### config.mk
export PLATFORM = sky130hd
export DESIGN_NAME = bist_ctrl
export DESIGN_NICKNAME = d
export VERILOG_FILES = /design/src/rtl/bist_pkg.sv /design/src/rtl/bist_cnt.sv /design/src/rtl/bist_ctrl.sv
export SDC_FILE = /design/constraint.sdc
export NUM_CORES = 1
export LEC_CHECK = 0
export CORE_ASPECT_RATIO = 1.25
export CORE_UTILIZATION = 35
export DETAILED_ROUTE_END_ITERATION = 8
export GPL_TIMING_DRIVEN = 0
export PLACE_DENSITY = 0.62
export SLEW_MARGIN = 40
export SYNTH_ARGS = -nofsm -noshare
export SYNTH_HDL_FRONTEND = slang
export SYNTH_SLANG_ARGS = --single-unit
### constraint.sdc
create_clock -name clk -period 2.5 [get_ports clk]
set_clock_uncertainty 0.2 [all_clocks]
set_input_delay 0.5 -clock clk [delete_from_list [all_inputs] [get_ports clk]]
set_output_delay 0.5 -clock clk [all_outputs]
set_load 0.02 [all_outputs]
### src/rtl/bist_pkg.sv
// rtl/bist_pkg.sv - shared state type, defaults and counter sizing for the BIST controller
package bist_pkg;

  typedef enum logic [2:0] {
    IDLE  = 3'd0,
    INIT  = 3'd1,
    RUN   = 3'd2,
    FLUSH = 3'd3,
    CMP   = 3'd4,
    DONE  = 3'd5
  } bist_state_t;

  localparam int                  NBIT_DEF   = 16;
  localparam logic [NBIT_DEF-1:0] GOLDEN_DEF = 16'hFFFF;

  // Enough bits to hold any count 0..npat.
  function automatic int cnt_width(input int npat);
    return $clog2(npat + 1);
  endfunction

endpackage

### src/rtl/bist_cnt.sv
// rtl/bist_cnt.sv - loadable down-counter with zero flag, saturating at 0
module bist_cnt #(
  parameter int W = 11
) (
  input  logic         clk,
  input  logic         rst,
  input  logic         load,
  input  logic         dec,
  input  logic [W-1:0] load_val,
  output logic         zero
);

  logic [W-1:0] count;

  // Load has priority over decrement; decrement stops at 0 so the count never wraps.
  always_ff @(posedge clk) begin
    if (rst) begin
      count <= '0;
    end else if (load) begin
      count <= load_val;
    end else if (dec && (count != '0)) begin
      count <= count - W'(1);
    end
  end

  assign zero = (count == '0);

endmodule

### src/rtl/bist_ctrl.sv
// rtl/bist_ctrl.sv - BIST sequencer: seeds MISR, runs NPAT patterns, compares signature
module bist_ctrl
  import bist_pkg::*;
#(
  parameter int              NPAT   = 1024,
  parameter int              NBIT   = NBIT_DEF,
  parameter logic [NBIT-1:0] GOLDEN = NBIT'(GOLDEN_DEF)
) (
  input  logic            clk,
  input  logic            rst,
  input  logic            start,
  input  logic [NBIT-1:0] signature,
  output logic            misr_rst,
  output logic            cut_rst,
  output logic            pat_en,
  output logic            finish,
  output logic            busy,
  output logic            done,
  output logic            pass
);

  localparam int            CW       = cnt_width(NPAT);
  localparam logic [CW-1:0] LOAD_VAL = CW'(NPAT - 1);

  bist_state_t state, state_nx;
  logic        cnt_load;
  logic        cnt_dec;
  logic        cnt_zero;

  bist_cnt #(.W(CW)) u_cnt (
    .clk      (clk),
    .rst      (rst),
    .load     (cnt_load),
    .dec      (cnt_dec),
    .load_val (LOAD_VAL),
    .zero     (cnt_zero)
  );

  // State register; reset wins over everything, including a run in progress.
  always_ff @(posedge clk) begin
    if (rst) begin
      state <= IDLE;
    end else begin
      state <= state_nx;
    end
  end

  // Next state and state-decoded outputs; start is only looked at in IDLE and DONE.
  always_comb begin
    state_nx = state;
    cnt_load = 1'b0;
    cnt_dec  = 1'b0;
    misr_rst = 1'b0;
    cut_rst  = 1'b0;
    pat_en   = 1'b0;
    finish   = 1'b0;
    busy     = 1'b0;
    done     = 1'b0;
    case (state)
      IDLE: begin
        finish = 1'b1;
        if (start) state_nx = INIT;
      end
      INIT: begin
        misr_rst = 1'b1;
        cut_rst  = 1'b1;
        busy     = 1'b1;
        cnt_load = 1'b1;
        state_nx = RUN;
      end
      RUN: begin
        pat_en  = 1'b1;
        busy    = 1'b1;
        cnt_dec = 1'b1;
        if (cnt_zero) state_nx = FLUSH;
      end
      FLUSH: begin
        busy     = 1'b1;
        state_nx = CMP;
      end
      CMP: begin
        finish   = 1'b1;
        busy     = 1'b1;
        state_nx = DONE;
      end
      DONE: begin
        finish = 1'b1;
        done   = 1'b1;
        if (start) state_nx = INIT;
      end
      default: begin
        finish   = 1'b1;
        state_nx = IDLE;
      end
    endcase
  end

  // Result register: captured at the end of CMP, held through DONE until the next CMP.
  always_ff @(posedge clk) begin
    if (rst) begin
      pass <= 1'b0;
    end else if (state == CMP) begin
      pass <= (signature == GOLDEN);
    end
  end

endmodule

==> results.md <==
- Status: finished clean
- Total power: 0.000710 W
- Syn nets: 120
- Hold_buf cts: 0
- Final nets: 150
- Drt wl/cell: 12.7 um
- DRC: 0
- Number of global-route vias before repair: 741
- Leak: 0.404 nW
- Post-DP HPWL: 1560 um
- Post-Syn Instances: 99
- Drt total wl: 2010 um
- Synth Area in Compound Gates: 0.206
- Clock Tree Root: clkbuf_4
- Largest net degree at the start of global routing: 11
- TritonCTS Buffers: 3
- Worst-path maximum fanout: 8
- Final Cycle Share: 0.960
- Critical Path Source Type: flip-flop
- Final core occ: 0.522
- GRT overflow: 0
- Layout Cell Area excl Fill: 1170 sq um
- Total I/O pin count: 26
- Slowest cell on the critical path: clkdlybuf4s50_1
- Synthesized area per cell: 8.42 sq um
- Clock transition at the registers of the reported paths: 0.09 ns
- HP Class: flip-flop to flip-flop
- # diodes: 0
- Die area: 2580 sq um
- Post-synthesis simple-gate area fraction: 0.336
- Critical path cell sequence: inv_1, nand3_4, inv_4, clkdlybuf4s50_1
- Vias: 854
- Post-synth EDFFs: 0
- Top FF cell, synth: dfxtp_1
- PwrDens: 608 nW/um^2
- Initial DRC Count: 13
- Unrepaired setup endpoints after global routing: false
- Cell family with most CP delay: buffers and inverters
- Slowest Stage Delay on Critical Path: 0.61 ns
- TNS Setup: 0 ns
- Maxcap violations: 0
- CTS HTree Levels: 1
- Peak Freq: 416 MHz
- VDD IR max: 0.534 mV
- Min Tclk post-route: 2.40 ns
- First-pass GRT wire length: 3210 um
- Arrival time at the worst endpoint: 1.70 ns
- All-layer global routing usage: 0.172
- Gp weighted congestion: 0.741
- Buffers & Inverters on Critical Path: 3
- Required time of the critical path: 1.80 ns
- Post-Synth Adder-Cell Area: 0.0300
- DIE WIDTH: 45.6 um
- Avg Vias per Cell: 5.37
- Xor/xnor share of the synthesized area: 0.0210
- Number of antenna violations at the first check in global routing: 0
- Ys async rst share: 0
- Measured slew at the worst slew-check pin: 0.512 ns
- Count of state elements after synthesis: 15
- Distinct cell type count of the synthesized netlist: 33
- Die span in y: 56.6 um
- Layout area overhead: 40.1%
- CTS max path bufs: 2
- Final hold violation count: 0
- CP Capture Type: output pin
- Fraction of synthesized area in multiplexers: 0
- Layout cells sized above 1: 0.141
- Clk sinks: 15
- Crit Path Class: flip-flop to output pin
- Pins over their slew limit: 0
- Sequential share of the synthesized area: 0.360
- Worst-Skew Late Latency: 0.29 ns
- Post-CTS setup buffers: 0
- Row cnt: 19
- DR pass1 iterations: 4
- Synth warn: 0
- Cell Area, Synth: 833 sq um
- Slew headroom: 0.659
- Hold_ws: 0.265 ns
- CTS tree: done
- Starting Density: 0.373
- Largest family of logic cells by synthesized area: simple AND/OR/NAND/NOR gates
- Placed cell area: 1120 sq um
- Post-route ant nets: 0
- Placeable Area: 2230 sq um
- PortBufs: 25
- Final setup violation count: 0
-- through the flow --
step	setup slack [ns]	cells
after floorplan	0.661	99
after global placement	-0.0335	155
after detailed placement	-0.0172	155
after CTS	0.0172	159
after global routing	0.0106	159
final	0.0990	159
-- layout by cell type (no fill, tap or decap), types with 2 or more instances in the layout --
| cell | instances |
|---|---|
| clkdlybuf4s50_1 | 24 |
| dfxtp_1 | 15 |
| a21oi_1 | 11 |
| nand2_1 | 7 |
| nor2_1 | 6 |
| a31oi_1 | 6 |
| nand4_1 | 5 |
| nand3_1 | 5 |
| inv_1 | 4 |
| o21ai_0 | 4 |
| or4_1 | 3 |
| o31ai_1 | 3 |
| clkbuf_4 | 3 |
| nand3_2 | 2 |
| clkinv_2 | 2 |
| nand2b_1 | 2 |
| nor3_4 | 2 |
| or3_1 | 2 |
| ha_1 | 2 |
-- synthesized netlist by cell type (all sizes together), types with 2 or more instances --
cell,number,share of area
nor3,2,0.039
inv,6,0.027
nand3,8,0.060
or4,4,0.041
or3,3,0.024
dfxtp,15,0.36
a31oi,6,0.045
o31ai,3,0.027
a21oi,11,0.066
ha,2,0.030
a211oi,2,0.024
nand4,5,0.038
nand2b,2,0.015
nor2,6,0.027
nand2,7,0.032
o21ai,4,0.024
-- logic make-up after synthesis --
kind of cell / Yosys count
AOI/OAI and AO/OA: 28
xor gates and xnor gates: 2
adders and majority gates: 2
buffers and inverters: 9
and+or+nand+nor: 43
DFF: 15
-- area by class of cell --
| type | instances | area [sq um] |
|---|---|---|
| buffer | 2 | 11.3 |
| clock buffer | 3 | 22.5 |
| clock inverter | 1 | 5.00 |
| fill | 233 | 1070 |
| inverter | 7 | 30.0 |
| multi-input combinational | 75 | 507 |
| sequential | 15 | 300 |
| tap | 31 | 38.8 |
| timing repair buffer | 25 | 253 |
-- repair_timing --
item / CTS / global route
resized for setup: 5 / 1
setup endpoints to repair: 2 / 1
hold endpoints to repair: 0 / 0
-- layer usage --
metal,vias to the layer above,GRT usage,wire [um]
met5,-,0,0
met3,5,0.0257,151
met1,386,0.204,869
met4,0,0.0909,46
li1,435,-,-
met2,28,0.284,944
-- flip-flops by register name, indices dropped and copies added (netlist names) --
name	count
state	3
pass	1
u_cnt.count	11
-- report_power, final --
group	leakage [nW]	total, W	internal, W	switching [W]
clock network	0.0177	0.000144	0.0000595	0.0000844
logic	0.263	0.000259	0.000124	0.000135
registers	0.123	0.000307	0.000269	0.0000388
total	0.404	0.000710	0.000452	0.000258
-- final timing paths --
path	startpoint	end	slack [ns]	depth (start not counted)
hold / removal	pass	pass	0.26	2
hold reg to reg	pass	pass	0.26	2
setup reg to reg	u_cnt.count[0]	u_cnt.count[3]	0.55	6
setup / recovery	state[1]	cut_rst	0.1	4
-- worst min-delay path, cell delays in order, from the launching register on --
cell     delay [ns]
dfxtp_1        0.32
nand2_1        0.05
a21oi_1        0.06
Note: power is estimated with default switching activity, not from simulation.
==> RTL change 1 (same flow settings) <==
Set the package constant `NBIT_DEF` to 17 (it was 16).
--- a/src/rtl/bist_pkg.sv
+++ b/src/rtl/bist_pkg.sv
@@ -10,7 +10,7 @@
     DONE  = 3'd5
   } bist_state_t;
 
-  localparam int                  NBIT_DEF   = 16;
+  localparam int                  NBIT_DEF   = 17;
   localparam logic [NBIT_DEF-1:0] GOLDEN_DEF = 16'hFFFF;
 
   // Enough bits to hold any count 0..npat.
Ports: changed (resized signature); port bits go from 26 to 27. No check against the original RTL was run, so the function may have changed too.
==> RTL change 1 against the unedited design <==
Power rose by 1.5%. Sequential share of layout area fell by 0.62 points. Cell area rose by 3.3%. Area after synthesis rose by 3.2%. Highest routed layer unchanged. Setup slack improved by 0.11 ns. Sequential cell count did not move. Routed wire length rose by 0.40%.
==> RTL change 1: results (changes against the unedited design) <==
share of cells above drive strength 1: 0.135 (-0.00570)
first-pass GRT wire length: 3640 um (+13%)
M2 GR Usage: 0.313 (+0.0298)
worst-path maximum fanout: 7 (-1)
Post-Synthesis Cell Area: 860 um^2 (+3.2%)
Port Buffer Count: 26 (+4.0%)
P_leak: 0.451 nW (+12%)
metal3 WL: 100 um (-34%)
count of multi-input gates: 72 (-4.0%)
Synth Area in Adders: 0.0291 (-0.000918)
multi-input logic portion of the cell area: 0.442 (+0.00782)
Synth Area in Compound Gates: 0.202 (-0.00338)
post-synthesis mux area share: 0.0233 (+0.0233)
Clock-cell share: 0.0218 (-0.00180)
peak supply drop: 0.312 mV (-42%)
gr usage total: 0.189 (+0.0179)
# fillers: 229 (-1.7%)
Slew headroom: 0.695 (+0.0366)
Nets: 149 (-0.67%)
Synth top cells by count: dfxtp_1 (15), a21oi_1 (14), inv_1 (6)
routed len/inst: 12.9 um (+1.7%)
seq_cells: 15 (unchanged)
CLK BUF: 4 (+1)
synth top area cells: dfxtp_1 (35%), a21oi_1 (8.2%), or4_1 (4.4%), a31oi_1 (3.6%), nand4bb_4 (3.2%)
synth unique cells: 34 (+3.0%)
GR Util met3: 0.0443 (+0.0186)
1st-iter DRT viols: 19 (+6)
Final HPWL DP: 1590 um (+2.0%)
Worst Setup EP: busy
Total Wirelength: 2020 um (+0.40%)
Final non-clock buffer share: 0.228 (+0.00206)
status: finished, final reports clean
wire length on met1: 849 um (-2.3%)
met2 WL: 1050 um (+12%)
[RTL change 1: changes by cell type after synthesis, sizes merged, moves of 2 or more]
| cell | change |
|---|---|
| nand4 | -2 |
| mux2i | +2 |
| a21oi | +3 |
| nand3 | -3 |
[RTL change 1: critical path, stage by stage (launching register included)]
cell             delay, ns
dfxtp_2               0.38
nor2_1                0.17
xnor2_1               0.14
clkdlybuf4s50_1       0.62
[RTL change 1: worst min path at each step]
stage                endpoint
3_3_place_gp             pass
2_1_floorplan  u_cnt.count[7]
5_1_grt                  pass
4_1_cts                  pass
3_5_place_dp             pass
6_report                 pass
[RTL change 1: timing repair]
item,CTS,global route
buffers inserted,0,0
resized for setup,5,4
hold buffers,0,0
setup endpoints to repair,2,2
[RTL change 1: cells by family (layout without fill, tap and decap cells)]
logic type | Yosys count | in the layout
AO/OA/AOI/OAI | 29 | 29
XOR/XNOR | 2 | 2
adder cells (fa/ha/maj) | 2 | 2
buffers and inverters | 9 | 39
flip-flops | 15 | 15
multiplexers | 2 | 2
AND/OR/NAND/NOR | 37 | 37
[RTL change 1: metrics by stage]
step           setup TNS, ns  hold WS, ns  setup slack (ns)  power, W
6_report                   0        0.251             0.206  0.000721
5_1_grt                    0        0.301             0.135  0.000780
4_1_cts                    0        0.256            0.0517  0.000726
3_5_place_dp         -0.0577        0.248           -0.0577  0.000582
3_3_place_gp         -0.0741        0.237           -0.0741  0.000576
2_1_floorplan              0        0.276             0.657  0.000487
[RTL change 1: power groups by stage]
stage	sequential, W	clock, W	combinational [W]
after floorplan	0.000306	0	0.000180
after global placement	0.000313	0	0.000263
after detailed placement	0.000315	0	0.000267
after CTS	0.000311	0.000144	0.000271
after global routing	0.000318	0.000166	0.000296
final	0.000312	0.000141	0.000267
==> RTL change 2 (same settings) <==
Without the edit above. Make the reset (`rst`) asynchronous in 3 clocked blocks.
--- a/src/rtl/bist_cnt.sv
+++ b/src/rtl/bist_cnt.sv
@@ -13,7 +13,7 @@
   logic [W-1:0] count;
 
   // Load has priority over decrement; decrement stops at 0 so the count never wraps.
-  always_ff @(posedge clk) begin
+  always_ff @(posedge clk or posedge rst) begin
     if (rst) begin
       count <= '0;
     end else if (load) begin
--- a/src/rtl/bist_ctrl.sv
+++ b/src/rtl/bist_ctrl.sv
@@ -37,7 +37,7 @@
   );
 
   // State register; reset wins over everything, including a run in progress.
-  always_ff @(posedge clk) begin
+  always_ff @(posedge clk or posedge rst) begin
     if (rst) begin
       state <= IDLE;
     end else begin
@@ -96,7 +96,7 @@
   end
 
   // Result register: captured at the end of CMP, held through DONE until the next CMP.
-  always_ff @(posedge clk) begin
+  always_ff @(posedge clk or posedge rst) begin
     if (rst) begin
       pass <= 1'b0;
     end else if (state == CMP) begin
Function: differs if rst is asserted again (counterexample within 4 cycles, from zero or initial values and one cycle with rst high); with rst held inactive, the same outputs for 10 cycles.
==> RTL change 2 against the unedited design <==
Sequential cell count is the same. Critical path depth did not move. First-iteration DRC count shrank 7.7%. Setup slack worse by 0.0021 ns. Cell area is 3.1% higher. Synthesized cell count fell by 6.1%. Routed wire length is 2.5% lower. Area after synthesis is 4.8% higher. Hold slack better by 0.046 ns. Power is 29% higher.
==> RTL change 2: results (changes against the unedited design) <==
met2 WL: 914 um (-3.2%)
status: finished, final reports clean
wire length on met1: 875 um (+0.69%)
Worst R2R Setup Slack: 0.32 ns (-0.23 ns)
ys async rst share: 1.00 (+1.00)
DR vias/cell: 5.36 (-0.22%)
largest net degree at the start of global routing: 16 (+5)
syn avg cell area: 9.39 um^2 (+12%)
Largest stage delay, worst path: 0.58 ns (-0.03 ns)
cell depth of the worst min-delay path: 1 (-1)
P_leak: 0.446 nW (+11%)
Slew headroom: 0.626 (-0.0331)
synth unique cells: 40 (+21%)
Nets: 143 (-4.7%)
# fillers: 229 (-1.7%)
Synth Area in Compound Gates: 0.132 (-0.0739)
Synth top cells by count: dfrtp_1 (15), nand2_1 (7), nor2_1 (7), nand4_1 (5), o21ai_0 (5)
worst-path maximum fanout: 10 (+2)
DP Worst Slack: -0.318 ns (-0.301 ns)
routed len/inst: 12.8 um (+1.3%)
Synth Flop Type: dfrtp_1
peak supply drop: 0.472 mV (-12%)
count of multi-input gates: 70 (-6.7%)
1st-iter DRT viols: 12 (-1)
vias in the first global route: 781 (+5.4%)
gr usage total: 0.163 (-0.00851)
area of the multi-input gates: 457 um^2 (-9.9%)
Fmax: 416 MHz (about the same)
met1 Use GR: 0.207 (+0.00320)
Final non-clock buffer share: 0.233 (+0.00670)
Final HPWL DP: 1450 um (-7.4%)
Syn Nets: 113 (-5.8%)
Synth Area in XOR/XNOR: 0.0100 (-0.0110)
metal3 WL: 153 um (+1.3%)
Final Instance Count excl. Fillers: 153 (-3.8%)
register area share after synthesis: 0.430 (+0.0694)
Fin Hold WS: 0.310 ns (+0.0455 ns)
Logic inverters: 5 (-2)
synth top area cells: dfrtp_1 (43%), nand4_1 (3.6%), nand2_1 (3.0%), nor2_1 (3.0%), o21ai_0 (2.9%)
[RTL change 2: changes by cell type in the layout (fill, tap and decap cells not counted), sizes merged, moves of 4 or more]
| cell | delta |
|---|---|
| dfrtp | +15 |
| dfxtp | -15 |
| a21oi | -7 |
| a31oi | -5 |
| nand3 | -4 |
| or3b | +4 |
[RTL change 2: final timing paths]
check | startpoint | end
setup / recovery | state[0] | finish
hold / removal | pass | pass
setup reg to reg | u_cnt.count[1] | u_cnt.count[6]
hold reg to reg | pass | pass
max in group asynchronous | rst | state[2]
min in group asynchronous | rst | u_cnt.count[3]
[RTL change 2: where the power goes]
group	total (W)	internal, W	switching (W)	leakage, nW
Combinational	0.000452	0.000222	0.000230	0.274
Sequential	0.000321	0.000280	0.0000405	0.155
Clock	0.000139	0.0000594	0.0000801	0.0177
Total	0.000912	0.000561	0.000351	0.446
[RTL change 2: repair_timing]
item,4_1_cts,5_1_grt
resized for setup,11,1
setup endpoints to repair,4,1
hold endpoints to repair,0,0
setup buffers,1,0
